$ cat src/rtl/wisc_pkg.sv
// wisc_pkg -- shared WISC definitions: word/register widths, the 4-bit opcode
// map (same encoding the ALU decodes), and the memory-stage state type.
package wisc_pkg;

    localparam int WORD_W     = 16;
    localparam int REG_ADDR_W = 4;

    localparam logic [3:0] OP_ADD    = 4'b0000;
    localparam logic [3:0] OP_SUB    = 4'b0001;
    localparam logic [3:0] OP_XOR    = 4'b0010;
    localparam logic [3:0] OP_RED    = 4'b0011;
    localparam logic [3:0] OP_SLL    = 4'b0100;
    localparam logic [3:0] OP_SRA    = 4'b0101;
    localparam logic [3:0] OP_ROR    = 4'b0110;
    localparam logic [3:0] OP_PADDSB = 4'b0111;
    localparam logic [3:0] OP_LW     = 4'b1000;
    localparam logic [3:0] OP_SW     = 4'b1001;
    localparam logic [3:0] OP_LLB    = 4'b1010;
    localparam logic [3:0] OP_LHB    = 4'b1011;
    localparam logic [3:0] OP_B      = 4'b1100;
    localparam logic [3:0] OP_BR     = 4'b1101;
    localparam logic [3:0] OP_PCS    = 4'b1110;
    localparam logic [3:0] OP_HLT    = 4'b1111;

    typedef enum logic [1:0] {
        IDLE   = 2'd0,
        ACCESS = 2'd1,
        HALT   = 2'd2
    } mem_state_t;

    function automatic logic is_mem_op(input logic [3:0] op);
        return (op == OP_LW) || (op == OP_SW);
    endfunction

endpackage

$ cat src/rtl/mem_stage_if.sv
// mem_stage_if -- data-memory request/acknowledge channel.
//   req   : access outstanding          we    : 1 = store, 0 = load
//   addr  : word address (bit 0 = 0)    wdata : store data
//   rdata : load data, valid with ack   ack   : memory completes the access
// master = memory stage, slave = data memory.
interface mem_stage_if;
    import wisc_pkg::*;

    logic              req;
    logic              we;
    logic [WORD_W-1:0] addr;
    logic [WORD_W-1:0] wdata;
    logic [WORD_W-1:0] rdata;
    logic              ack;

    modport master (output req, we, addr, wdata, input  rdata, ack);
    modport slave  (input  req, we, addr, wdata, output rdata, ack);
endinterface

$ cat src/rtl/mem_wait_timer.sv
// mem_wait_timer -- counts cycles spent waiting for a memory acknowledge.
//   clr : hold the count at zero      en : count this cycle
//   tc  : this is the LIMIT-th waiting cycle
// Only instantiated when MEM_TIMEOUT_EN is defined.
module mem_wait_timer #(
    parameter int LIMIT = 64
) (
    input  logic clk,
    input  logic rst,     // asynchronous, active-low
    input  logic clr,
    input  logic en,
    output logic tc
);
    localparam int CNT_W = $clog2(LIMIT + 1);

    logic [CNT_W-1:0] cnt;

    always_ff @(posedge clk or negedge rst) begin
        if (!rst)      cnt <= '0;
        else if (clr)  cnt <= '0;
        else if (en)   cnt <= cnt + CNT_W'(1);
    end

    // cnt holds the number of cycles already waited, so the LIMIT-th
    // waiting cycle is the one where it reads LIMIT-1.
    assign tc = (cnt == CNT_W'(LIMIT - 1));
endmodule

$ cat src/rtl/mem_stage.sv
// mem_stage -- WISC memory-access stage behind the ALU.
// Registers each ALU result, performs LW/SW over the dmem req/ack channel while
// stalling execute, and emits one writeback beat per retired op. HLT retires
// and parks the stage in HALT until reset.
//   clk, rst        : clock; asynchronous active-low reset
//   ex_*            : operation from execute; accepted when ex_valid & !mem_stall
//   mem_stall       : execute must hold (pure state decode)
//   dmem            : data-memory channel (mem_stage_if.master)
//   wb_*            : one-cycle writeback beat to the register file
//   halted, mem_err : sticky status
// Optional: define MEM_TIMEOUT_EN to abandon an access after TIMEOUT_CYCLES
// unacknowledged cycles (mem_err set, wb beat without register write).
module mem_stage
    import wisc_pkg::*;
#(
    parameter int TIMEOUT_CYCLES = 64
) (
    input  logic                  clk,
    input  logic                  rst,
    input  logic                  ex_valid,
    input  logic [3:0]            ex_opcode,
    input  logic [WORD_W-1:0]     ex_alu_out,
    input  logic [WORD_W-1:0]     ex_store_data,
    input  logic [REG_ADDR_W-1:0] ex_dst,
    input  logic                  ex_wr_en,
    output logic                  mem_stall,
    mem_stage_if.master           dmem,
    output logic                  wb_valid,
    output logic [REG_ADDR_W-1:0] wb_dst,
    output logic [WORD_W-1:0]     wb_data,
    output logic                  wb_wr_en,
    output logic                  halted,
    output logic                  mem_err
);
    mem_state_t state, state_nxt;

    logic [WORD_W-1:0]     addr_q, wdata_q;
    logic [REG_ADDR_W-1:0] dst_q;
    logic                  we_q;
    logic                  timeout;

    // ---------------- FSM ----------------
    always_ff @(posedge clk or negedge rst) begin
        if (!rst) state <= IDLE;
        else      state <= state_nxt;
    end

    always_comb begin
        state_nxt = state;
        mem_stall = (state != IDLE);
        dmem.req  = (state == ACCESS);
        unique case (state)
            IDLE: if (ex_valid) begin
                if (is_mem_op(ex_opcode))     state_nxt = ACCESS;
                else if (ex_opcode == OP_HLT) state_nxt = HALT;
            end
            ACCESS: if (dmem.ack || timeout) state_nxt = IDLE;
            default: ;
        endcase
    end

    // ---------------- datapath ----------------
    always_ff @(posedge clk or negedge rst) begin
        if (!rst) begin
            addr_q   <= '0;
            wdata_q  <= '0;
            dst_q    <= '0;
            we_q     <= 1'b0;
            wb_valid <= 1'b0;
            wb_dst   <= '0;
            wb_data  <= '0;
            wb_wr_en <= 1'b0;
            halted   <= 1'b0;
        end else begin
            wb_valid <= 1'b0;
            unique case (state)
                IDLE: if (ex_valid) begin
                    if (is_mem_op(ex_opcode)) begin
                        addr_q  <= ex_alu_out;
                        wdata_q <= ex_store_data;
                        dst_q   <= ex_dst;
                        we_q    <= (ex_opcode == OP_SW);
                    end else begin
                        // pass-through and HLT both retire here next cycle
                        wb_valid <= 1'b1;
                        wb_dst   <= ex_dst;
                        wb_data  <= ex_alu_out;
                        wb_wr_en <= ex_wr_en && (ex_opcode != OP_HLT);
                        if (ex_opcode == OP_HLT) halted <= 1'b1;
                    end
                end
                ACCESS: if (dmem.ack) begin
                    // ack beats a coincident timeout
                    wb_valid <= 1'b1;
                    wb_dst   <= dst_q;
                    wb_wr_en <= !we_q;
                    if (!we_q) wb_data <= dmem.rdata;
                end else if (timeout) begin
                    wb_valid <= 1'b1;
                    wb_dst   <= dst_q;
                    wb_wr_en <= 1'b0;
                end
                default: ;
            endcase
        end
    end

    assign dmem.addr  = addr_q & ~WORD_W'(1);
    assign dmem.we    = we_q;
    assign dmem.wdata = wdata_q;

    // ---------------- optional access timeout ----------------
`ifdef MEM_TIMEOUT_EN
    logic tc, mem_err_q;

    mem_wait_timer #(.LIMIT(TIMEOUT_CYCLES)) u_wait_timer (
        .clk (clk),
        .rst (rst),
        .clr (state != ACCESS),      // zero on every entry into ACCESS
        .en  ((state == ACCESS) && !dmem.ack),
        .tc  (tc)
    );

    assign timeout = (state == ACCESS) && tc && !dmem.ack;

    always_ff @(posedge clk or negedge rst) begin
        if (!rst)         mem_err_q <= 1'b0;
        else if (timeout) mem_err_q <= 1'b1;
    end
    assign mem_err = mem_err_q;
`else
    localparam int unused_timeout_cycles = TIMEOUT_CYCLES;
    assign timeout = 1'b0;
    assign mem_err = 1'b0;
`endif
endmodule
$ cat src/flat_wrapper.sv
// flat-port wrapper written by rule: the top's interface ports become plain ports
module mem_stage_flat import wisc_pkg::*;
#(
    parameter int TIMEOUT_CYCLES = 64
)
  (clk, rst, ex_valid, ex_opcode, ex_alu_out, ex_store_data, ex_dst, ex_wr_en, mem_stall, wb_valid, wb_dst, wb_data, wb_wr_en, halted, mem_err, dmem_req, dmem_we, dmem_addr, dmem_wdata, dmem_rdata, dmem_ack);
  mem_stage_if dmem_i ();
  input  logic clk;
  input  logic rst;
  input  logic ex_valid;
  input  logic [3:0] ex_opcode;
  input  logic [WORD_W-1:0] ex_alu_out;
  input  logic [WORD_W-1:0] ex_store_data;
  input  logic [REG_ADDR_W-1:0] ex_dst;
  input  logic ex_wr_en;
  output logic mem_stall;
  output logic wb_valid;
  output logic [REG_ADDR_W-1:0] wb_dst;
  output logic [WORD_W-1:0] wb_data;
  output logic wb_wr_en;
  output logic halted;
  output logic mem_err;
  output wire logic [$bits(dmem_i.req)-1:0] dmem_req;
  output wire logic [$bits(dmem_i.we)-1:0] dmem_we;
  output wire logic [$bits(dmem_i.addr)-1:0] dmem_addr;
  output wire logic [$bits(dmem_i.wdata)-1:0] dmem_wdata;
  input wire logic [$bits(dmem_i.rdata)-1:0] dmem_rdata;
  input wire logic [$bits(dmem_i.ack)-1:0] dmem_ack;
  assign dmem_req = dmem_i.req;
  assign dmem_we = dmem_i.we;
  assign dmem_addr = dmem_i.addr;
  assign dmem_wdata = dmem_i.wdata;
  assign dmem_i.rdata = dmem_rdata;
  assign dmem_i.ack = dmem_ack;
  mem_stage #(.TIMEOUT_CYCLES(TIMEOUT_CYCLES)) u_core (.clk(clk), .rst(rst), .ex_valid(ex_valid), .ex_opcode(ex_opcode), .ex_alu_out(ex_alu_out), .ex_store_data(ex_store_data), .ex_dst(ex_dst), .ex_wr_en(ex_wr_en), .mem_stall(mem_stall), .dmem(dmem_i), .wb_valid(wb_valid), .wb_dst(wb_dst), .wb_data(wb_data), .wb_wr_en(wb_wr_en), .halted(halted), .mem_err(mem_err));
endmodule
$ cat config.mk
export PLATFORM = sky130hd
export DESIGN_NAME = mem_stage_flat
export DESIGN_NICKNAME = d
export VERILOG_FILES = /design/src/rtl/wisc_pkg.sv /design/src/rtl/mem_stage_if.sv /design/src/rtl/mem_wait_timer.sv /design/src/rtl/mem_stage.sv /design/src/flat_wrapper.sv
export SDC_FILE = /design/constraint.sdc
export NUM_CORES = 1
export LEC_CHECK = 0
export ABC_AREA = 1
export CAP_MARGIN = 5
export CORE_MARGIN = 3
export CORE_UTILIZATION = 45
export CTS_CLUSTER_DIAMETER = 40
export DETAILED_ROUTE_END_ITERATION = 7
export PLACE_DENSITY = 0.84
export SLEW_MARGIN = 25
export SYNTH_ARGS = -nofsm -noshare
export SYNTH_HDL_FRONTEND = slang
export SYNTH_SLANG_ARGS = --single-unit
$ cat constraint.sdc
create_clock -name clk -period 2.28 [get_ports clk]
set_input_delay 0.228 -clock clk [delete_from_list [all_inputs] [get_ports clk]]
set_output_delay 0.228 -clock clk [all_outputs]
set_load 0.01 [all_outputs]
==> results.md <==
* VDD IR max at about 300 µV
* LEAKAGE at about 2.1 nW
* Status: finished clean
* Hold slack at 435 ps
* Vias in the first global route at about 2700
* Crit Path Max Fanout at 19
* Worst Path Class, Setup: reg -> out
* # H-tree levels at 3
* Initial core utilization at 0.471
* DP HPWL at 5620 µm
* Final setup fails at 0
* Final Hold Fails at 0
* Reg2Reg Setup Slack at 610 ps
* Post-CTS Setup Bufs at 0
* Critical path's top delay family: buffers and inverters
* I/O pin count at 120
* Layout Skew at 7.00 ps
* Routed len/inst at approximately 14 µm
* Die X at ~85 µm
* Worst slew pin tran at roughly 770 ps
* Initial antenna violation count at 0
* Post-layout net count at roughly 520
* CP arrival at 1760 ps
* Hold WC Path Type: in -> reg
* Global-route wire length before repair at between 10000 and 15000 µm
* Synth Warn # at 0
* GR Overflow Total at 0
* Final cell count without fillers at 541
* DR pass1 iterations at 4
* Reg2reg end: u_core.wb_data[3]
* Vias/cell at 4.98
* Worst Hold Path EP: u_core.dmem.wdata[3]
* Clk sinks at 61
* Worst-case clock buffer depth at 2
* Placed Cells incl. Taps at 524
* Yosys cell types at 24
* Die height at 85.1 µm
* Setup TNS at 0 ps
* Worst r2r src: u_core.state[0]
* CP startpoint kind: flip-flop
* Antenna fix cells at 0
* Final Slew Violations at 0
* Skew-Pair Late Insertion Delay at 340 ps
* Top cells by area, synth: dfrtp_1 54%, nand2_1 17%, o21ai_0 6.9%
* Max cap viols at 0
* Chain of cells forming the critical path: nand2_8 -> inv_6 -> clkdlybuf4s50_1
* Area of the multi-input gates at around 1000 µm²
* Min Clock Period, post-route at approximately 2000 ps
* Detailed Route Iter0 Violations at 157
* Fin crit share at 0.873
* Routed WL at 7650 µm
* Largest net degree at the start of global routing at 63
* Vias post-DR at around 2700
* Core Area at approximately 6000 µm²
* Synth Cell Area at 2820 µm²
* Die area at about 7200 µm²
* CP Capture Type: output pin
* Cts bufs inserted at 9
* CP bufs+invs at 2
* RSZ-0062 raised after global routing: no
* Share of the synthesized area in the top cell type at 0.542
* Max stage delay cell, worst path: dfrtp_1
* IO buf count at 117
* Hold path cells at 3
* TritonCTS clock tree: built
* Fmax at 502 MHz
* Post-DRT Antenna Nets at 0
* Worst EP required at just over 2000 ps
* Max_slew headroom at 0.484
* Area grow syn2layout at 51.9%
* Reg clk slew, reported paths at 70 ps
* # DRC at 0
* Fillers at 486
* FF/Latch Area at 1530 µm²
* Cell count after synthesis at between 300 and 400
* Syn Area/Cell at 8.24 µm²
* Synthesized flop and latch total at 61
* Fraction of layout cells with a size suffix above 1 at 0.0751
* Reg2Reg Depth at 6
* Sequential share of the synthesized area at 0.542
* GRT Util Overall at 0.223
* Hold path start: ex_store_data[3]
* Pwr Density at between 500 and 600 nW/µm²
* Crit path depth at 3
* CTS resizes at 0
* Crit path largest cell delay at 590 ps
* Num rows at 28
* Clk root buf: clkbuf_8
* Gpl congestion at 0.894
* Most area-hungry cell type in the Yosys netlist: dfrtp_1
worst min-delay path, delay by kind of cell:
kind | cells | cell delay (ps)
buf+inv | 2 | 430
compound gates | 1 | 70
cells in the final DEF, fill, tap and decap left out, drive strengths merged:
| cell | synthesis | final |
|---|---|---|
| or2 | 1 | 1 |
| clkinv | 0 | 1 |
| nand2 | 133 | 133 |
| inv | 46 | 46 |
| dfrtp | 61 | 61 |
| conb | 1 | 2 |
| nand4 | 17 | 17 |
| clkdlybuf4s50 | 0 | 116 |
| bufinv | 0 | 1 |
| clkbuf | 8 | 13 |
| clkinvlp | 0 | 1 |
| nor2 | 3 | 3 |
| buf | 9 | 7 |
| dlygate4sd3 | 0 | 1 |
| nand3 | 23 | 23 |
| o21ai | 40 | 40 |
repair_timing:
item | 4_1_cts | 5_1_grt
hold buffers | 1 | 0
setup endpoints to repair | 0 | 0
endpoints found under the hold margin | 31 | 0
worst max-delay path by stage:
stage,startpoint,endpoint
after floorplan,u_core.state[1],u_core.wb_data[10]
after global placement,u_core.state[0],dmem_req
after detailed placement,u_core.state[0],u_core.wb_wr_en
after CTS,u_core.state[0],dmem_req
after global routing,u_core.state[0],dmem_req
final,u_core.state[0],dmem_req
logic make-up (layout without fill, tap and decap cells):
| kind of cell | Yosys count | count (layout) | share of synthesized area |
|---|---|---|---|
| and+or+nand+nor | 177 | 177 | 0.290 |
| DFF | 61 | 61 | 0.541 |
| buffers and inverters | 63 | 186 | 0.0959 |
| other | 1 | 2 | 0.00133 |
| AOI/OAI and AO/OA | 40 | 40 | 0.0710 |
registers in the layout (all words and copies together) (netlist names):
| register | flops |
|---|---|
| u_core.dmem.we | 1 |
| u_core.state | 2 |
| u_core.dmem.wdata | 16 |
| u_core.wb_data | 16 |
| u_core.dst_q | 4 |
| u_core.wb_wr_en | 1 |
| u_core.wb_dst | 4 |
| u_core.addr_q | 15 |
| u_core.halted | 1 |
| u_core.wb_valid | 1 |
Yosys cell counts, drive strengths merged:
cell type and number:
inv 46, nor2 3, nand3 23, or2 1, dfrtp 61, clkbuf 8
nand4 17, conb 1, buf 9, o21ai 40, nand2 133
metal layers:
layer | GRT usage | routed length [µm]
met5 | 0 | 0
met4 | 0.108 | 203
met3 | 0.0592 | 615
met2 | 0.368 | 3670
met1 | 0.270 | 3160
report_power, final:
part	total [mW]	switching, mW	internal (mW)
combinational	0.178	0.0715	0.106
clock	1.01	0.418	0.593
sequential	1.08	0	1.08
layout make-up:
class | instances | area share
Clock buffer | 13 | 0.0395
Clock inverter | 3 | 0.00994
Inverter | 46 | 0.0415
Multi-Input combinational cell | 219 | 0.240
Sequential cell | 61 | 0.357
Tap cell | 75 | 0.0219
Timing Repair Buffer | 124 | 0.291
through the flow:
stage	util	power [mW]	area [µm²]	worst slack, ps
6_report	0.715	2.27	4280	290
3_3_place_gp	0.678	1.28	4060	696
3_5_place_dp	0.678	1.28	4060	638
2_1_floorplan	-	1.14	2820	1010
5_1_grt	0.715	2.35	4280	235
4_1_cts	0.715	2.29	4280	291
Power figures use the tool's default switching activity.
